### src/rtl/maltsev_pkg.sv
// Shared definitions for the Maltsev operation units and their sequencers.
//
// Contents:
//   ST_IDLE..ST_DONE : 3-bit state encodings of the iteration sequencer
//   state_t          : enumerated sequencer state built on those encodings
//   MALTSEV_BW       : default operand/result width
//   MALTSEV_CW       : default iteration-count width
package maltsev_pkg;

    localparam logic [2:0] ST_IDLE    = 3'd0;
    localparam logic [2:0] ST_ISSUE   = 3'd1;
    localparam logic [2:0] ST_WAIT    = 3'd2;
    localparam logic [2:0] ST_RELEASE = 3'd3;
    localparam logic [2:0] ST_DONE    = 3'd4;

    localparam int MALTSEV_BW = 16;
    localparam int MALTSEV_CW = 16;

    typedef enum logic [2:0] {
        S_IDLE    = ST_IDLE,
        S_ISSUE   = ST_ISSUE,
        S_WAIT    = ST_WAIT,
        S_RELEASE = ST_RELEASE,
        S_DONE    = ST_DONE
    } state_t;

endpackage

### src/rtl/op_iterate_16.sv
// Iteration sequencer: accepts an operand IN and a count N over an upstream
// four-phase handshake, applies a downstream single-operand unit N times
// (feeding each result back as the next operand) and returns the final
// value on RES.
//
// Handshake (both sides): initiator raises ST with the operand stable;
// responder raises RD with the result stable; initiator drops ST;
// responder drops RD.
//
// Ports:
//   CLK     in   clock, rising edge
//   RST     in   synchronous active-high reset
//   ST      in   upstream start
//   IN      in   upstream operand (sampled when a start is accepted)
//   N       in   iteration count  (sampled when a start is accepted)
//   RD      out  upstream ready, RES valid while high
//   RES     out  upstream result (always the accumulator)
//   BUSY    out  high outside IDLE
//   OP_ST   out  downstream start
//   OP_IN   out  downstream operand (always the accumulator)
//   OP_RD   in   downstream ready
//   OP_RES  in   downstream result
module op_iterate_16
    import maltsev_pkg::*;
#(
    parameter int BW = MALTSEV_BW,
    parameter int CW = MALTSEV_CW
) (
    input  logic          CLK,
    input  logic          RST,
    input  logic          ST,
    input  logic [BW-1:0] IN,
    input  logic [CW-1:0] N,
    output logic          RD,
    output logic [BW-1:0] RES,
    output logic          BUSY,
    output logic          OP_ST,
    output logic [BW-1:0] OP_IN,
    input  logic          OP_RD,
    input  logic [BW-1:0] OP_RES
);

    state_t        state, state_next;
    logic [BW-1:0] acc, acc_next;
    logic [CW-1:0] cnt, cnt_next;

    always_ff @(posedge CLK) begin
        if (RST) begin
            state <= S_IDLE;
            acc   <= '0;
            cnt   <= '0;
        end else begin
            state <= state_next;
            acc   <= acc_next;
            cnt   <= cnt_next;
        end
    end

    always_comb begin
        state_next = state;
        acc_next   = acc;
        cnt_next   = cnt;
        case (state)
            S_IDLE: begin
                if (ST) begin
                    acc_next   = IN;
                    cnt_next   = N;
                    state_next = (N == '0) ? S_DONE : S_ISSUE;
                end
            end
            S_ISSUE: begin
                // Never capture here: OP_RD may still be the tail of an
                // earlier call only if RELEASE was skipped, which it never is.
                state_next = S_WAIT;
            end
            S_WAIT: begin
                if (OP_RD) begin
                    acc_next   = OP_RES;
                    cnt_next   = cnt - 1'b1;
                    state_next = S_RELEASE;
                end
            end
            S_RELEASE: begin
                // Wait for the responder to finish its handshake before
                // deciding, so the next ISSUE starts with OP_RD low.
                if (!OP_RD) begin
                    state_next = (cnt == '0) ? S_DONE : S_ISSUE;
                end
            end
            S_DONE: begin
                if (!ST) begin
                    state_next = S_IDLE;
                end
            end
            default: begin
                state_next = S_IDLE;
            end
        endcase
    end

    // All outputs decode the registered state/accumulator only.
    assign RD    = (state == S_DONE);
    assign BUSY  = (state != S_IDLE);
    assign OP_ST = (state == S_ISSUE) || (state == S_WAIT);
    assign OP_IN = acc;
    assign RES   = acc;

endmodule

### config.mk
export PLATFORM = sky130hd
export DESIGN_NAME = op_iterate_16
export DESIGN_NICKNAME = d
export VERILOG_FILES = /design/src/rtl/maltsev_pkg.sv /design/src/rtl/op_iterate_16.sv
export SDC_FILE = /design/constraint.sdc
export NUM_CORES = 1
export LEC_CHECK = 0
export BUFFER_PORTS_ARGS = -buffer_cell sky130_fd_sc_hd__buf_2
export CAP_MARGIN = 15
export CELL_PAD_IN_SITES_DETAIL_PLACEMENT = 0
export CELL_PAD_IN_SITES_GLOBAL_PLACEMENT = 1
export CORE_MARGIN = 4
export CORE_UTILIZATION = 25
export CTS_CLUSTER_SIZE = 16
export DETAILED_ROUTE_END_ITERATION = 10
export PLACE_DENSITY = 0.63
export SYNTH_ARGS = -nofsm -noshare
export SYNTH_HDL_FRONTEND = slang
export SYNTH_SLANG_ARGS = --single-unit
### constraint.sdc
create_clock -name CLK -period 2.25 [get_ports CLK]
set_clock_uncertainty 0.05 [all_clocks]
set_input_delay 0 -clock CLK [delete_from_list [all_inputs] [get_ports CLK]]
set_output_delay 0 -clock CLK [all_outputs]
set_load 0.005 [all_outputs]
==> flow_results.org <==
** Worst setup path
- Together, buffers and inverters on the worst path number 2.
- Category of the worst setup path capture point :: flop
- Broken down by cell family, the worst path's largest delay share belongs to buffers and inverters.
- Traced cell by cell, the critical path runs through mux2i_1, nor3_4, buf_4, nor2_1, a311oi_1, dlygate4sd3_1.
- Along the worst path, the maximum fanout reaches 18.
- Cell at the slowest stage of the critical path :: sky130_fd_sc_hd__dlygate4sd3_1
- STA puts the critical path data arrival time at 2.24 ns.
- Worst setup path category :: flop to flop
- Longest individual stage delay on the worst path :: 0.58 ns
- STA puts the critical path data required time at approximately 2.4 ns.
- STA classifies the critical path startpoint as a flop.

** Timing
- The count of final hold-check violations is 0.
- For the finished layout, the period the worst path requires is slightly above 2 ns.
- # setup viols final :: 0
- The final number of max-transition violations is 0.
- For the final routed database, the setup TNS stands at 0 ns.
- Measured slew at the worst slew-check pin :: approximately 0.71 ns
- Share of the clock period used by the worst path :: 0.914
- Max frequency :: 486 MHz
- Remaining max-slew budget at the tightest pin :: 0.530
- Setup repair after global routing left no endpoint under its margin.
- Hold_ws :: between 0.02 and 0.03 ns

** Power and ir drop
- Across the VDD grid, the largest voltage drop is approximately 0.00029 V.
- Leakage power figure :: 0.00131 uW
- Net switching share of the total power :: 0.327
- Of the total power, combinational logic draws 0.355.
- The analysis attributes to net switching a power of around 670 uW.
- Clk pwr share :: 0.271
- Dividing total power by cell area gives a power density of about 690 nW/um^2.
- Internal power of the cells :: 1370 uW
- The share of total power dissipated in sequential elements is 0.373.

** Floorplanning
- CORE AREA :: a little under 8000 um^2
- From left edge to right edge, the die measures a little under 100 um.
- Die footprint :: a little under 10000 um^2
- Starting Density :: 0.262
- Pin placement for this block handled between 80 and 90 I/O pins.
- From bottom edge to top edge, the die measures between 90 and 100 um.
- The floorplan has 32 rows.

** Place
- In this run the tool buffered the top-level ports with 86 buffer cells.
- The congestion estimate from routability-driven global placement came to slightly below 0.8.
- Detailed placement finished with a half-perimeter wire length of between 4000 and 5000 um.

** Final layout
- # diodes :: 0
- Number of fill cells in the layout :: around 870
- Layout overhead on the synthesized area :: 42.9%
- Of the cells placed in the final design, the portion with a size suffix greater than 1 is 0.298.
- After the last flow step, the layout net total stands at between 400 and 500.

** Clock tree
- Clock tree synthesis selected as its root buffer the cell sky130_fd_sc_hd__clkbuf_8.
- The number of clock buffers added by TritonCTS is 5.
- After clock tree synthesis, the clock-pin slew on the worst setup and hold paths is roughly 0.07 ns.
- In this run the deepest clock path goes through 2 buffers.
- The clock reaches the later pin of the worst-skew pair after between 0.2 and 0.3 ns.
- For this design, the sink count on the clock tree is 35.
- Clock tree from TritonCTS :: built
- In this run the number of H-tree levels came out at 2.

** Logic synthesis
- Synthesis inferred 35 register bits.
- Yosys attributes the largest share of cell area to sky130_fd_sc_hd__dfxtp_1, sky130_fd_sc_hd__nand2_1, sky130_fd_sc_hd__a311oi_1.
- Share of synthesized flip-flops with an asynchronous set or reset :: 0
- Part of the Yosys area used for sequential elements :: 0.340
- Yosys printed 0 warnings.
- Yosys mapped a number of flops with a built-in enable equal to 0.
- Net count after synthesis :: around 330
- The share of synthesized area in the top cell type comes to 0.340.
- Post-Synthesis Cell Area :: roughly 2100 um^2
- Synthesis produced ~280 cells.
- Most used standard cell by instance count after synthesis :: sky130_fd_sc_hd__nand2_1
- Cell taking the most area after synthesis :: sky130_fd_sc_hd__dfxtp_1
- Among all flip-flop cells after synthesis, the most frequent one is sky130_fd_sc_hd__dfxtp_1.
- Average cell area after synthesis :: around 7.5 um^2
- Yosys cell types :: 48
- Leading cell types by count after synthesis :: sky130_fd_sc_hd__nand2_1, sky130_fd_sc_hd__dfxtp_1, sky130_fd_sc_hd__nor2_1, sky130_fd_sc_hd__a311oi_1, sky130_fd_sc_hd__buf_4

** Global route
- Number of global-route vias before repair :: 2196
- The initial antenna violation count was 0.
- Global-route wire length before repair :: between 10000 and 15000 um
- Pin count of the biggest net entering global routing :: 40
- After global routing the overflow that remains totals 0.
- Total routing usage reported by global routing :: 0.127

** Drt
- In the final routed layout, each cell accounts on average for ~13 um.
- The first detailed-routing pass took 4 iterations.
- Final routed wirelength across all metal layers :: roughly 6300 um
- Final antenna-violating net count :: 0
- The detailed router finished its first iteration with 96 violations.
- For this run, design rule violations remaining after detail routing come to 0.
- Dividing the detail-routed via count by the number of cells gives just under 5.
- Via count of the routed design :: approximately 2300

** Status
- Outcome :: completed

** Job
- Number of violations of the max-capacitance limit :: 0

** Worst hold path
- Path category of the worst min-delay check :: primary input to flop
[routing by layer]
| metal | global-route usage | part of all wire |
|---|---|---|
| met3 | 0.0304 | 0.071 |
| met2 | 0.206 | 0.47 |
| met1 | 0.168 | 0.45 |
| met4 | 0.0347 | 0.0071 |
| met5 | 0 | 0 |
[final timing paths]
| kind | start | end | slack (ns) | cells after the start |
|---|---|---|---|---|
| hold reg to reg | cnt[9] | cnt[9] | 0.43 | 2 |
| setup / recovery | state[1] | OP_IN[5] | 0.19 | 6 |
| setup reg to reg | state[1] | OP_IN[5] | 0.19 | 6 |
| hold / removal | N[9] | cnt[9] | 0.03 | 4 |
[area by class of cell]
cell class | instances | area [um^2] | share of cell area
well taps | 102 | 128 | 0.0433
clock inverters | 1 | 30.0 | 0.0102
flip-flops and latches | 35 | 703 | 0.238
clock buffers | 6 | 72.6 | 0.0246
repair buffers | 130 | 863 | 0.293
inverters | 4 | 15.0 | 0.00509
multi-input cells | 197 | 1140 | 0.386
[cells in the final DEF, fill, tap and decap left out, types with 4 or more instances in the layout]
cell type and count:
sky130_fd_sc_hd__nand2_1 49, sky130_fd_sc_hd__o21ai_0 15, sky130_fd_sc_hd__buf_2 86, sky130_fd_sc_hd__a211oi_1 4, sky130_fd_sc_hd__nor3_1 7, sky130_fd_sc_hd__clkbuf_8 5, sky130_fd_sc_hd__nor2_1 33, sky130_fd_sc_hd__nand3_1 5
sky130_fd_sc_hd__nor4_1 7, sky130_fd_sc_hd__dlygate4sd3_1 36, sky130_fd_sc_hd__a21oi_1 15, sky130_fd_sc_hd__a311oi_1 16, sky130_fd_sc_hd__dfxtp_1 33, sky130_fd_sc_hd__inv_1 4, sky130_fd_sc_hd__buf_4 7
[worst reg2reg max path, delay by kind of cell, from the launching register on]
kind | cells | cell delay [ns]
AO/OA/AOI/OAI | 1 | 0.25
buffers and inverters | 2 | 0.83
flip-flops | 1 | 0.43
multiplexers | 1 | 0.18
AND/OR/NAND/NOR | 2 | 0.26
[power groups by stage]
stage               Sequential, uW  Combinational, uW  Clock, uW
floorplan                      764                469          0
global placement               774                656          0
detailed placement             777                652          0
CTS                            762                731        576
global route                   776                814        593
finish                         763                726        554
[timing repair]
item / CTS / global route
hold buffers: 36 / 0
endpoints found under the setup margin: 0 / 16
resized for setup: 0 / 2
setup buffers: 0 / 0
hold endpoints to repair: 20 / 0
[stage by stage]
step | instances | utilization | power, uW | setup WS (ns) | instance area, um^2
5_1_grt | 475 | 0.374 | 2180 | 0.0174 | 2950
4_1_cts | 475 | 0.374 | 2070 | 0.0740 | 2950
6_report | 475 | 0.374 | 2040 | 0.194 | 2950
2_1_floorplan | 275 | - | 1230 | 0.480 | 2060
3_5_place_dp | 432 | 0.315 | 1430 | 0.283 | 2480
3_3_place_gp | 432 | 0.315 | 1430 | 0.305 | 2480
[registers in the layout (all words and copies together) (netlist names)]
signal / flops
cnt: 16
state: 3
OP_IN: 16
[cell families (layout without fill, tap and decap cells)]
group / after synthesis / count (layout) / synth area share
AOI/OAI and AO/OA: 70 / 70 / 0.231
xor gates and xnor gates: 1 / 1 / 0.00425
adders and majority gates: 1 / 1 / 0.00606
buffers and inverters: 43 / 141 / 0.115
DFF: 35 / 35 / 0.340
muxes: 2 / 2 / 0.0103
and+or+nand+nor: 123 / 123 / 0.294
No activity file was read; power rests on OpenSTA's default activity.
